--- src/rtl/rf_wb_arbiter.sv ---
// Register-file write-port arbiter: pipeline writeback vs. buffered long-latency results, with a destination scoreboard for decode hazards.
// Latency: pipeline writes go out in the request cycle; long-latency results no earlier than the cycle after enqueue.
// Backpressure: ll_ready_o drops while the FIFO is full; pipe_stall_o holds the pipeline while a starved FIFO head is forced through.
module rf_wb_arbiter #(
    parameter int REG_SIZE     = 32,
    parameter int REGW         = 5,
    parameter int FIFO_DEPTH   = 2,
    parameter int STARVE_LIMIT = 4
) (
    input  logic                clk_i,
    input  logic                rst_ni,
    input  logic                pipe_valid_i,
    input  logic [REGW-1:0]     pipe_waddr_i,
    input  logic [REG_SIZE-1:0] pipe_wdata_i,
    output logic                pipe_stall_o,
    input  logic                ll_valid_i,
    output logic                ll_ready_o,
    input  logic [REGW-1:0]     ll_waddr_i,
    input  logic [REG_SIZE-1:0] ll_wdata_i,
    input  logic                ll_issue_i,
    input  logic [REGW-1:0]     ll_issue_rd_i,
    input  logic [REGW-1:0]     rs1_i,
    input  logic [REGW-1:0]     rs2_i,
    output logic                hazard_o,
    output logic                rf_we_o,
    output logic [REGW-1:0]     rf_waddr_o,
    output logic [REG_SIZE-1:0] rf_wdata_o
);

    localparam int PTR_W = $clog2(FIFO_DEPTH);
    localparam int CNT_W = $clog2(FIFO_DEPTH + 1);
    localparam int SC_W  = $clog2(STARVE_LIMIT + 1);
    localparam int NREG  = 1 << REGW;
    localparam logic [CNT_W-1:0] FULL_CNT = CNT_W'(FIFO_DEPTH);
    localparam logic [SC_W-1:0]  LIMIT    = SC_W'(STARVE_LIMIT);

    logic [REGW-1:0]     addr_mem [FIFO_DEPTH];
    logic [REG_SIZE-1:0] data_mem [FIFO_DEPTH];
    logic [PTR_W-1:0]    wr_ptr;
    logic [PTR_W-1:0]    rd_ptr;
    logic [CNT_W-1:0]    count;
    logic [SC_W-1:0]     starve_cnt;
    logic [NREG-1:0]     pending;

    logic                empty;
    logic                full;
    logic                force_head;
    logic                grant_pipe;
    logic                grant_fifo;
    logic                push;
    logic                pop;
    logic [REGW-1:0]     head_addr;
    logic [REG_SIZE-1:0] head_data;

    assign empty      = (count == '0);
    assign full       = (count == FULL_CNT);
    assign head_addr  = addr_mem[rd_ptr];
    assign head_data  = data_mem[rd_ptr];

    // Full blocks enqueue even when the head drains this cycle: no pass-through.
    assign ll_ready_o = !full;
    assign push       = ll_valid_i && !full;

    assign force_head   = !empty && (starve_cnt == LIMIT);
    assign pipe_stall_o = force_head && pipe_valid_i;
    assign grant_pipe   = rst_ni && pipe_valid_i && !force_head;
    assign grant_fifo   = !grant_pipe && !empty;
    assign pop          = grant_fifo;

    always_comb begin
        rf_waddr_o = '0;
        rf_wdata_o = '0;
        if (grant_pipe) begin
            rf_waddr_o = pipe_waddr_i;
            rf_wdata_o = pipe_wdata_i;
        end else if (grant_fifo) begin
            rf_waddr_o = head_addr;
            rf_wdata_o = head_data;
        end
    end

    // x0 grants still consume the slot (and pop the FIFO) but never write.
    assign rf_we_o = (grant_pipe || grant_fifo) && (rf_waddr_o != '0);

    assign hazard_o = ((rs1_i != '0) && pending[rs1_i]) ||
                      ((rs2_i != '0) && pending[rs2_i]);

    always_ff @(posedge clk_i) begin
        if (push) begin
            addr_mem[wr_ptr] <= ll_waddr_i;
            data_mem[wr_ptr] <= ll_wdata_i;
        end
    end

    always_ff @(posedge clk_i or negedge rst_ni) begin
        if (!rst_ni) begin
            wr_ptr <= '0;
            rd_ptr <= '0;
            count  <= '0;
        end else begin
            if (push) begin
                wr_ptr <= wr_ptr + 1'b1;
            end
            if (pop) begin
                rd_ptr <= rd_ptr + 1'b1;
            end
            case ({push, pop})
                2'b10:   count <= count + 1'b1;
                2'b01:   count <= count - 1'b1;
                default: count <= count;
            endcase
        end
    end

    always_ff @(posedge clk_i or negedge rst_ni) begin
        if (!rst_ni) begin
            starve_cnt <= '0;
        end else if (empty || pop) begin
            starve_cnt <= '0;
        end else if (grant_pipe && (starve_cnt != LIMIT)) begin
            starve_cnt <= starve_cnt + 1'b1;
        end
    end

    // A new issue to the same register outranks the retiring entry.
    always_ff @(posedge clk_i or negedge rst_ni) begin
        if (!rst_ni) begin
            pending <= '0;
        end else begin
            for (int i = 1; i < NREG; i++) begin
                if (ll_issue_i && (ll_issue_rd_i == REGW'(i))) begin
                    pending[i] <= 1'b1;
                end else if (pop && (head_addr == REGW'(i))) begin
                    pending[i] <= 1'b0;
                end
            end
            pending[0] <= 1'b0;
        end
    end

endmodule

--- config.mk ---
export PLATFORM = sky130hd
export DESIGN_NAME = rf_wb_arbiter
export DESIGN_NICKNAME = d
export VERILOG_FILES = /design/src/rtl/rf_wb_arbiter.sv
export SDC_FILE = /design/constraint.sdc
export NUM_CORES = 1
export LEC_CHECK = 0
export ABC_AREA = 1
export CAP_MARGIN = 5
export CORE_UTILIZATION = 40
export CTS_BUF_LIST = sky130_fd_sc_hd__clkbuf_4 sky130_fd_sc_hd__clkbuf_8 sky130_fd_sc_hd__clkbuf_16
export CTS_CLUSTER_DIAMETER = 40
export CTS_CLUSTER_SIZE = 10
export DETAILED_ROUTE_END_ITERATION = 10
export PLACE_DENSITY = 0.68
export SLEW_MARGIN = 30
export SYNTH_ARGS = -nofsm -noshare
export SYNTH_HDL_FRONTEND = slang
export SYNTH_SLANG_ARGS = --single-unit
--- constraint.sdc ---
create_clock -name clk_i -period 3.9 [get_ports clk_i]
set_clock_uncertainty 0.15 [all_clocks]
set_input_delay 0.39 -clock clk_i [delete_from_list [all_inputs] [get_ports clk_i]]
set_output_delay 0.39 -clock clk_i [all_outputs]
set_load 0.01 [all_outputs]
# Word level (Yosys, flattened, before mapping)
# Memories as Yosys holds them, arrays and structs flattened.
# Cells that the tools add are included.
# W data, S select, Z words.
# op_classes
addsub	5
multipliers	0
div_mod_pow	0
magnitude_cmp	2
eq_ne	67
shifts	0
muxes	75
bitwise	0
reduce_logical	116
# ops
cell	n
$eq A5 B5 Y1 const B	32
$eq A5 B4 Y1 const B	16
$logic_and A1 B1 Y1	72
$mux W1	66
$reduce_bool A2 Y1	33
$mux W32	2
$eq A5 B3 Y1 const B	8
$eq A5 B2 Y1 const B	4
$reduce_bool A5 Y1	3
$lt A5 B6 Y1 const B	2
$bmux W1 S5	2
$eq A5 B1 Y1 const B	2
$mux W5	2
$mux W3	2
$eq A2 B2 Y1 const B	2
$logic_not A1 Y1	4
$pmux W2 S2	1
$add A3 B1 Y3 const B	1
$eq A3 B3 Y1 const B	1
$logic_or A1 B1 Y1	3
$ne A3 B3 Y1 const B	1
$add A1 B1 Y1 const B	2
$add A2 B1 Y2 const B	1
$eq A2 B1 Y1 const B	1
2 further kinds	2
# word_totals
regBits	38
latch_bits	0
ram_bits	74
rom_bits	0
output_inout_bits	41
wordCells	302
mem_count	2
# mem_list
memory	words	width	read_ports	rd_clocked_by_memory_dff	write_ports	line	source
data_mem	2	32	1	0	1	38	logic [REG_SIZE-1:0] data_mem [FIFO_DEPTH];
addr_mem	2	5	1	0	1	37	logic [REGW-1:0] addr_mem [FIFO_DEPTH];

# Longest topological paths before layout
# Gate-level depths: netlist (run 1).
# depth
ltp_word	11
ltp_mapped	14
depth_no_buf	13

# Least setup slack after synthesis (run 1)
# OpenSTA, ideal clock, no wires.
# synth_path
kind	register to register
start	reg count[0]
end	mem addr_mem[1][0] (enable)
arrival_ns	2.281
required_time_ns	3.317
slack_ns	1.036
path_stages_with_launch	5
path_buffers	0
path_cell_list	dfrtp_1 inv_2 nand2_1 nand2_1 nor2_1
# synth_between
elab_chain_cells	5
# synth_rtl
item	line	source
from (decl)	41	logic [CNT_W-1:0] count;
from (signal assigned)	108	2'b10: count <= count + 1'b1;
from (signal assigned)	109	2'b01: count <= count - 1'b1;
from (signal assigned)	110	default: count <= count;
$eq A2 B2 Y1	56	assign full = (count == FULL_CNT);
$logic_not A1 Y1	n/a	
via ll_ready_o	17	output logic ll_ready_o,
$logic_and A1 B1 Y1	62	assign push = ll_valid_i && !full;
$mux W1	89	if (push) begin
$mux W1 (not written as such)	90	addr_mem[wr_ptr] <= ll_waddr_i;
to (decl)	37	
# The timed path passes the listed nets, and every way through them passes these cells.

# Final worst setup path (run 1)
# layout_path
start	reg starve_cnt[0]
end	out rf_we_o
# layout_between
elab_chain_cells	10
word_cells_on_any_way	11
classes_between	eq/ne: 1; mux: 2; reduce/logical: 8
# layout_rtl
item	line	source
from (decl)	42	logic [SC_W-1:0] starve_cnt;
from (signal assigned)	121	starve_cnt <= starve_cnt + 1'b1;
$eq A3 B3 Y1 (*)	64	assign force_head = !empty && (starve_cnt == LIMIT);
$logic_and A1 B1 Y1 (*)	64	
$logic_not A1 Y1 (*)	66	assign grant_pipe = rst_ni && pipe_valid_i && !force_head;
$logic_and A1 B1 Y1 (*)	66	
$logic_not A1 Y1	67	assign grant_fifo = !grant_pipe && !empty;
$logic_and A1 B1 Y1	67	
$mux W5	76	end else if (grant_fifo) begin
$mux W5	73	if (grant_pipe) begin
$reduce_bool A5 Y1	83	assign rf_we_o = (grant_pipe || grant_fifo) && (rf_waddr_o != '0);
$logic_and A1 B1 Y1 (*)	83	
to (decl)	25	output logic rf_we_o,
# Every way passes the cells marked *; elsewhere a longest branch is shown, timed or not.

==> qor.yml, run 1 <==
placed_area_um2: 7170
synth_top_area_cell: "edfxtp_1"
cts_sinks: 112
die_h_um: 121
hold_path_class: "register to register"
seq_area_frac_synth_pct: 56.1
place_congestion: 0.884
p_switching_mw: 1.77
grt_max_degree: 41
dr_wl_met2_mm: 7.38
worstMarginPinSlew_ns: 0.823
final_area_um2: 7460
synth.cell_area_um2: 5660
synth_common_cells: "226 x nand2_1, 74 x edfxtp_1, 63 x inv_1"
avgViaCountPerCell: 5.00
synth_edf_count: 74
power_frac_comb_pct: 40.8
drt_iter0_markers: 361
p_int_mw: 2.98
postCtsHoldBufs: 0
reg2reg_to: "pending[16]$_DFFE_PN0P_"
rows: 43
async_flop_share_pct: 33.9
cp_max_fo: 40
rsz0062_at_grt: "no"
insertion_delay_ns: 0.34
synthCells: 631
dieWidth_um: 121
p_per_area_nw_per_um2: 637
antenna_cells: 0
final_util_pct: 54.0
synth_top_area_share_pct: 39.3
ctsResizeCount: 0
r2r-start: "starve_cnt[0]$_DFFE_PN0P_"
ff2ff_setup_slack_ns: 1.34
num-fill-cells: 1275
drt_wl_total_mm: 15.0
dieArea_um2: 14600
fin_nets: 856
path_cells: "inv_1, ha_1, nand3_2, nand2_2, nand2_2, o21ai_0, nor2_1, nand3_1, clkdlybuf4s50_1"
crit_start: "starve_cnt[0]$_DFFE_PN0P_"
seqPwrFrac_pct: 40.2
layout-drive-gt1-share_pct: 6.81
finalSetupTns_ns: 0
p_sw_share_pct: 37.2
antenna_found_initial: 0
critPathMaxStageDelay_ns: 0.53
hold_viol: 0
timing.fmax_mhz: 307
clockPowerShare_pct: 19.0
required_ns: 3.36
portBuffers: 134
first_pass_iters: 5
timing.hold.ws_ns: 0.324
grt_pass1_vias: 4700
synth_cell_type_count: 29
vias: 4721
grt_pass1_wl_mm: 23.9
clk_pin_slew_worst_paths_ns: 0.07
endpoint: "rf_we_o"
cts-htree-levels: 3
synth_ff_type: "edfxtp_1"
cts_tree: "yes"
cts_setup_buffers: 0
cpMostUsedCell: "nand2_2"
start_util_pct: 40.9
cts-root-buf: "clkbuf_16"
met3_length_mm: 1.04
critPathKind: "register to output port"
slew_viol_final: 0
fin_crit_sh_pct: 83.5
cap_violations: 0
wl_per_cell_um: 15.9
critPathLaunchType: "register"
grt_usage_pct: 21.6
ant_nets: 0
ys.warnings.count: 0
cp.arrival_ns: 2.72
core-area_um2: 13800
drt-met1-wl_mm: 6.34
syn_to_final_growth_pct: 31.9
r2r_cells: 8
leakage_nw: 3.16
relSlewSlack_pct: 45.1
syn_nets: 728
ys_top_cells_by_area: "edfxtp_1 39%, dfrtp_1 17%, nand2_1 15%, mux2i_1 5.8%, o21ai_0 5.0%"
syn_avg_cell_area_um2: 8.96
cts.path.max_buffers: 2
dp_hpwl_mm: 11.4
ys_ff_latch: 112
setup_viol: 0
cts_made_buffers: 9
cp-end-kind: "output port"
yosysMostFrequentCell: "nand2_1"
ir_worst_vdd_mv: 0.368
drc_errors: 0
maxUsedRoutingLayer: "met4"
status: "complete, no violations"
overflow: 0
period_minus_slack_ns: 3.26
p_total_mw: 4.75
io-pin-count: 135
slowest_stage: "clkdlybuf4s50_1"
cell families after synthesis:
kind of cell             Yosys count  share of synthesized area (%)
buffers and inverters             90                           6.64
adder cells (fa/ha/maj)            3                          0.664
flip-flops                       112                           56.1
AND/OR/NAND/NOR                  307                           21.8
multiplexers                      33                           5.84
XOR/XNOR                           4                          0.620
AO/OA/AOI/OAI                     82                           8.34
power groups by stage:
stage / registers, mW / clock network [mW] / logic, mW
detailed placement: 1.94 / 0 / 1.95
global route: 1.95 / 0.973 / 2.14
CTS: 1.91 / 0.914 / 1.96
global placement: 1.92 / 0 / 1.93
floorplan: 1.81 / 0 / 1.20
finish: 1.91 / 0.902 / 1.94
layer usage:
layer	track usage, %	vias to the layer above
li1	-	2315
met1	26.7	2228
met2	36.1	158
met3	5.87	20
met4	7.64	0
met5	0	-
how the worst min path moves through the flow:
stage                                         start  cells past startpoint                   endpoint
after floorplan                              rst_ni                      0       count[0]$_DFFE_PN0P_
after global placement    starve_cnt[0]$_DFFE_PN0P_                      1  starve_cnt[0]$_DFFE_PN0P_
after detailed placement  starve_cnt[0]$_DFFE_PN0P_                      1  starve_cnt[0]$_DFFE_PN0P_
after CTS                 starve_cnt[0]$_DFFE_PN0P_                      1  starve_cnt[0]$_DFFE_PN0P_
after global routing      starve_cnt[0]$_DFFE_PN0P_                      1  starve_cnt[0]$_DFFE_PN0P_
final                     starve_cnt[0]$_DFFE_PN0P_                      1  starve_cnt[0]$_DFFE_PN0P_
final cells by class:
| type | count | area [um2] | share of cell area, % |
|---|---|---|---|
| sequential | 112 | 3170 | 42.5 |
| timing repair buffer | 142 | 1400 | 18.8 |
| tap | 180 | 225 | 3.02 |
| clock buffer | 10 | 233 | 3.12 |
| inverter | 65 | 244 | 3.27 |
| clock inverter | 6 | 58.8 | 0.788 |
| multi-input combinational | 429 | 2120 | 28.5 |
layout by cell type, fill, tap and decap left out, types with 2 or more instances in the layout:
cell type        instances
nand2_2                  2
nor2_2                   5
a21oi_1                  2
buf_4                    8
mux2i_1                 33
o21ai_0                 57
o21ai_1                  5
clkdlybuf4s50_1        134
nand3_1                 35
o21ai_2                 14
nor2_1                  32
nand2_1                226
dfrtp_1                 37
clkinv_1                 2
inv_1                   63
inv_2                    2
ha_1                     3
clkbuf_16                9
edfxtp_1                74
nor2_4                   2
or2_2                    2
xnor2_1                  3
worst max-delay path, delay by kind of cell, from the launching register on:
family | cells | cell delay [ns]
and+or+nand+nor | 5 | 0.75
buffers and inverters | 2 | 0.61
AOI/OAI and AO/OA | 1 | 0.43
DFF | 1 | 0.40
adders and majority gates | 1 | 0.17
through the flow:
stage / instances / setup slack, ns
after floorplan: 631 / 1.04
after global placement: 928 / 0.861
after global routing: 944 / 0.445
after detailed placement: 928 / 0.800
final: 944 / 0.644
after CTS: 944 / 0.627
registers in the layout, indices dropped and copies added, names as in the netlist:
name        count
rd_ptr          1
pending        31
wr_ptr          1
data_mem       64
addr_mem       10
starve_cnt      3
count           2
Note: power is estimated with default switching activity, not from simulation.
==> inputs of run 2 (changes only) <==
- PLACE_DENSITY: 0.68 -> 0.7
- clock period: 3.9 -> 2.8 ns (I/O delays scaled with it)
==> run 2 against run 1 <==
Wire length down 2.6%. Design area up 2.0%. Combinational power grew 40%. Global-route usage fell by 0.95 points. Die area is the same. First-iteration DRC count is 9.7% lower. Power up 38%. Critical path depth rose by 6. Via count is 0.89% higher. Sequential power up 37%. Largest power group unchanged.
==> qor.yml, run 2 (synthesized netlist as in run 1, its figures left out) <==
status: "complete, no violations"
io-pin-count: 135  # unchanged
die_h_um: 121  # unchanged
antenna_cells: 0  # unchanged
grt_pass1_vias: 4834  # +2.9%
antenna_found_initial: 0  # unchanged
cap_violations: 0  # unchanged
rows: 43  # unchanged
slew_viol_final: 0  # unchanged
drc_errors: 0  # unchanged
cts_made_buffers: 9  # unchanged
r2r-start: "starve_cnt[0]$_DFFE_PN0P_"
cts_sinks: 112  # unchanged
dp_hpwl_mm: 10.6  # -6.9%
hold_path_depth: 1  # unchanged
grt_pass1_wl_mm: 23.2  # -2.9%
fin_nets: 864  # +0.93%
p_per_area_nw_per_um2: 860  # +35%
avgViaCountPerCell: 5.00  # about the same
cts_tree: "yes"
hp-start: "starve_cnt[0]$_DFFE_PN0P_"
dieWidth_um: 121  # unchanged
hold_path_class: "register to register"
final_common_cell: "nand2_1"
critPathKind: "primary input to output port"
cp-end-kind: "output port"
start_util_pct: 40.9  # unchanged
cp.arrival_ns: 2.22  # -0.50 ns
core-area_um2: 13800  # unchanged
timing.fmax_mhz: 378
hold_viol: 0  # unchanged
setup_viol: 0  # unchanged
cts-htree-levels: 3  # unchanged
relSlewSlack_pct: 46.5  # +1.4 points
top_regs: "data_mem x64, pending x31, addr_mem x10"
finalSetupTns_ns: 0  # unchanged
grt_max_degree: 39  # -4.9%
r2r_cells: 9  # +1
placed_cells: 932  # +0.43%
fin_crit_sh_pct: 94.6
first_pass_iters: 5  # unchanged
cp_max_fo: 12  # -70%
reg2reg_to: "pending[16]$_DFFE_PN0P_"
vias: 4763  # +0.89%
clk_pin_slew_worst_paths_ns: 0.07  # about the same
dieArea_um2: 14600  # unchanged
grt_usage_pct: 20.6  # -0.95 points
cts.path.max_buffers: 2  # unchanged
ir_worst_vdd_mv: 0.364  # -1.1%
critPathLaunchType: "primary input"
drt_iter0_markers: 326  # -9.7%
period_minus_slack_ns: 2.65
ant_nets: 0  # unchanged
largest_register: "data_mem"
worstMarginPinSlew_ns: 0.802  # -0.0211 ns
ff2ff_setup_slack_ns: 0.52  # -0.82 ns
drt_wl_total_mm: 14.6  # -2.6%
place_congestion: 0.889  # +0.60%
final_cell_mix: "226 x nand2_1, 118 x clkdlybuf4s50_1, 74 x edfxtp_1"
final-instance-count-excl-fill: 952  # +0.85%
syn_to_final_growth_pct: 34.6
layout-drive-gt1-share_pct: 8.16  # +1.4 points
cts-root-buf: "clkbuf_16"
hold_end: "starve_cnt[0]$_DFFE_PN0P_"
rsz0062_at_grt: "no"
wl_per_cell_um: 15.4  # -3.4%
overflow: 0  # unchanged
largest_reg_flops: 64  # unchanged
required_ns: 2.37  # -0.99 ns
portBuffers: 134  # unchanged
leakage_nw: 3.37  # +6.5%
insertion_delay_ns: 0.35  # about the same
## run 2: cell count changes in the layout (fill, tap and decap cells not counted), sizes merged
cell	before	now
clkinvlp	1	3
dlymetal6s2s	0	15
dlygate4sd3	0	1
bufinv	1	0
buf	8	15
inv	66	68
clkdlybuf4s50	134	118
clkinv	3	1
## run 2: cell type report
cell class / instances / area (um2)
Tap cell: 180 / 225
Inverter: 65 / 250
Clock inverter: 7 / 58.8
Sequential cell: 112 / 3170
Clock buffer: 9 / 225
Multi-Input combinational cell: 429 / 2120
Fill cell: 1192 / 6220
Timing Repair Buffer: 150 / 1550
## run 2: how the worst max path moves through the flow
stage / startpoint / to / slack (ns) / depth (start not counted)
floorplan: count[0]$_DFFE_PN0P_ / addr_mem[1][0]$_DFFE_PP_ / 0.54 / 4
global placement: rs2_i[0] / hazard_o / 0.16 / 14
detailed placement: rs2_i[0] / hazard_o / 0.12 / 14
CTS: starve_cnt[0]$_DFFE_PN0P_ / rf_we_o / 0.01 / 10
global route: starve_cnt[0]$_DFFE_PN0P_ / rf_wdata_o[12] / 0.0004 / 8
finish: rs1_i[0] / hazard_o / 0.15 / 15
## run 2: per-layer routing
metal  up-vias  GRT usage, %  wire length, um  part of all wire [%]
li1       2336             -                -                     -
met1      2217          26.3             6580                    45
met2       188          34.3             6820                    47
met3        22          4.28              924                   6.3
met4         0          7.87              317                   2.2
met5         -             0                0                     0
## run 2: worst max-delay path: stages
cell             delay (ns)
clkdlybuf4s50_1        0.44
inv_1                  0.30
nand2_1                0.10
nand2_1                0.08
nand2_1                0.05
nand2_1                0.06
nand2_1                0.05
nand2_1                0.06
inv_1                  0.04
nand2_1                0.05
nand2_1                0.05
nand2_1                0.05
inv_1                  0.03
nand2_1                0.05
clkdlybuf4s50_1        0.52
## run 2: metrics by stage
step	utilization [%]	cell area, um2	total power, mW	hold slack (ns)	worst slack [ns]
global placement	52.3	7230	5.31	0.236	0.159
floorplan	-	5660	4.19	-0.166	0.543
global route	55.0	7610	6.99	0.339	0.000366
finish	55.0	7610	6.55	0.312	0.151
detailed placement	52.3	7230	5.37	0.247	0.118
CTS	54.4	7520	6.60	0.316	0.0140
## run 2: power by group
group / switching (mW) / internal, mW / leakage [nW]
registers: 0.301 / 2.31 / 1.15
logic: 1.53 / 1.17 / 2.08
clock network: 0.605 / 0.620 / 0.134
## run 2: timing repair
item                                    4_1_cts  5_1_grt
resized for setup                             0       22
endpoints found under the hold margin        38        0
endpoints found under the setup margin        0       35
hold buffers                                  1        0
setup buffers                                 0        2
==> inputs of run 3 (changes only) <==
- RECOVER_POWER: unset -> 50
==> run 3 against run 2 <==
Power shrank 0.21%. Sequential share of layout area is essentially flat. Non-clock buffer count is the same. Worst hold slack is essentially flat. Critical path depth shrank 7. Critical path type is now register to output port. Critical endpoint is now rf_wdata_o[11].
==> qor.yml, run 3 (synthesized netlist as in run 1, its figures left out) <==
status: "complete, no violations"
core-area_um2: 13800  # unchanged
cp.arrival_ns: 2.22  # about the same
ir_worst_vdd_mv: 0.361  # -0.62%
dieArea_um2: 14600  # unchanged
endpoint: "rf_wdata_o[11]"
place_congestion: 0.889  # unchanged
cts_made_buffers: 9  # unchanged
cts.path.max_buffers: 2  # unchanged
final_area_um2: 7610  # about the same
crit_start: "starve_cnt[0]$_DFFE_PN0P_"
leakage_nw: 3.38  # +0.19%
cts_sinks: 112  # unchanged
cts-htree-levels: 3  # unchanged
ant_nets: 0  # unchanged
overflow: 0  # unchanged
finalSetupTns_ns: 0  # unchanged
cts-root-buf: "clkbuf_16"
reg2reg_to: "pending[16]$_DFFE_PN0P_"
rows: 43  # unchanged
critPathKind: "register to output port"
insertion_delay_ns: 0.35  # about the same
critPathMaxStageDelay_ns: 0.56  # +0.04 ns
hold_viol: 0  # unchanged
rsz0062_at_grt: "no"
drt_iter0_markers: 377  # +16%
grt_max_degree: 39  # unchanged
slew_viol_final: 0  # unchanged
num-fill-cells: 1192  # unchanged
grt_usage_pct: 20.6  # unchanged
drc_errors: 0  # unchanged
placed_cells: 932  # unchanged
wl_per_cell_um: 15.3  # -0.29%
r2r-start: "starve_cnt[0]$_DFFE_PN0P_"
dieWidth_um: 121  # unchanged
relSlewSlack_pct: 36.0  # -11 points
ff2ff_setup_slack_ns: 0.52  # about the same
io-pin-count: 135  # unchanged
cp_max_fo: 36  # +24
avgViaCountPerCell: 4.99  # -0.25%
grt_pass1_vias: 4834  # unchanged
r2r_cells: 9  # unchanged
cp-end-kind: "output port"
clk_pin_slew_worst_paths_ns: 0.07  # about the same
required_ns: 2.37  # about the same
antenna_found_initial: 2  # +2
period_minus_slack_ns: 2.65  # +0.00180 ns
portBuffers: 134  # unchanged
top_regs: "data_mem x64, pending x31, addr_mem x10"
final-instance-count-excl-fill: 954  # +0.21%
layout-drive-gt1-share_pct: 8.03  # -0.13 points
first_pass_iters: 5  # unchanged
setup_viol: 0  # unchanged
timing.fmax_mhz: 377  # about the same
cts_tree: "yes"
grt_pass1_wl_mm: 23.2  # unchanged
drt_wl_total_mm: 14.6  # about the same
path_cells: "inv_1, ha_1, nand3_2, nand2_2, nand2_2, buf_12, o21ai_0, clkdlybuf4s50_1"
p_per_area_nw_per_um2: 859  # -0.23%
die_h_um: 121  # unchanged
dp_hpwl_mm: 10.6  # unchanged
final_cell_mix: "226 x nand2_1, 81 x clkdlybuf4s50_1, 74 x edfxtp_1"
largest_reg_flops: 64  # unchanged
cap_violations: 0  # unchanged
final_common_cell: "nand2_1"
syn_to_final_growth_pct: 34.6  # about the same
fin_nets: 864  # unchanged
critPathLaunchType: "register"
cpMostUsedCell: "nand2_2"
vias: 4761  # -0.042%
worstMarginPinSlew_ns: 0.961  # +0.159 ns
fin_crit_sh_pct: 94.7  # about the same
hold_path_class: "register to register"
largest_register: "data_mem"
start_util_pct: 40.9  # unchanged
placed_area_um2: 7230  # unchanged
slowest_stage: "clkdlybuf4s50_1"
-- run 3: cell count changes in the layout (fill, tap and decap cells not counted) --
cell,before,now
diode_2,0,2
clkbuf_1,0,1
clkdlybuf4s50_1,118,81
clkbuf_2,0,1
buf_2,1,0
buf_4,11,10
dlygate4sd3_1,1,38
-- run 3: where the power goes --
group	switching, mW	leakage (nW)	internal [mW]
Sequential	0.302	1.15	2.31
Combinational	1.53	2.09	1.16
Clock	0.605	0.134	0.620
Total	2.44	3.38	4.10
-- run 3: repair_timing --
item                       4_1_cts  5_1_grt
hold buffers                     1        0
buffers inserted                 0        2
hold endpoints to repair        38        0
gates resized for setup          0       22
setup endpoints to repair        0       35
-- run 3: worst max-delay path: cells and delay by family (launching register included) --
kind / cells / cell delay [ns]
fa+ha+maj: 1 / 0.17
compound gates: 1 / 0.19
buf+inv: 3 / 0.81
simple gates: 3 / 0.29
flops: 1 / 0.40
-- run 3: stage by stage --
step	setup slack (ns)	utilization, %	hold WS (ns)	total power [mW]
5_1_grt	0.000367	55.0	0.358	6.98
3_3_place_gp	0.159	52.3	0.236	5.31
4_1_cts	0.0140	54.4	0.316	6.60
3_5_place_dp	0.118	52.3	0.247	5.37
6_report	0.150	55.0	0.312	6.53
2_1_floorplan	0.543	-	-0.166	4.19
-- run 3: how the worst min path moves through the flow --
stage	end	cells after the start	slack, ns	from
global route	starve_cnt[0]$_DFFE_PN0P_	1	0.36	starve_cnt[0]$_DFFE_PN0P_
detailed placement	wr_ptr$_DFFE_PN0P_	2	0.25	rst_ni
global placement	starve_cnt[1]$_DFFE_PN0P_	2	0.24	rst_ni
floorplan	count[0]$_DFFE_PN0P_	0	-0.17	rst_ni
CTS	starve_cnt[0]$_DFFE_PN0P_	1	0.32	starve_cnt[0]$_DFFE_PN0P_
finish	starve_cnt[0]$_DFFE_PN0P_	1	0.31	starve_cnt[0]$_DFFE_PN0P_
-- run 3: layer usage --
metal  wire, um  vias to the layer above  global-route usage [%]  share of wire (%)
met5          0                        -                       0                  0
met4        293                        0                    7.87                2.0
met3       1020                       21                    4.28                6.9
met2       6780                      196                    34.3                 46
met1       6540                     2210                    26.3                 45
li1           -                     2334                       -                  -
-- run 3: layout make-up --
| type | instances | area (um2) | share of cell area, % |
|---|---|---|---|
| diodes | 2 | 5.00 | 0.0658 |
| clock inverters | 7 | 58.8 | 0.773 |
| clock buffers | 9 | 225 | 2.96 |
| multi-input cells | 429 | 2120 | 27.9 |
| repair buffers | 150 | 1550 | 20.3 |
| flip-flops and latches | 112 | 3170 | 41.7 |
| well taps | 180 | 225 | 2.96 |
| inverters | 65 | 250 | 3.29 |
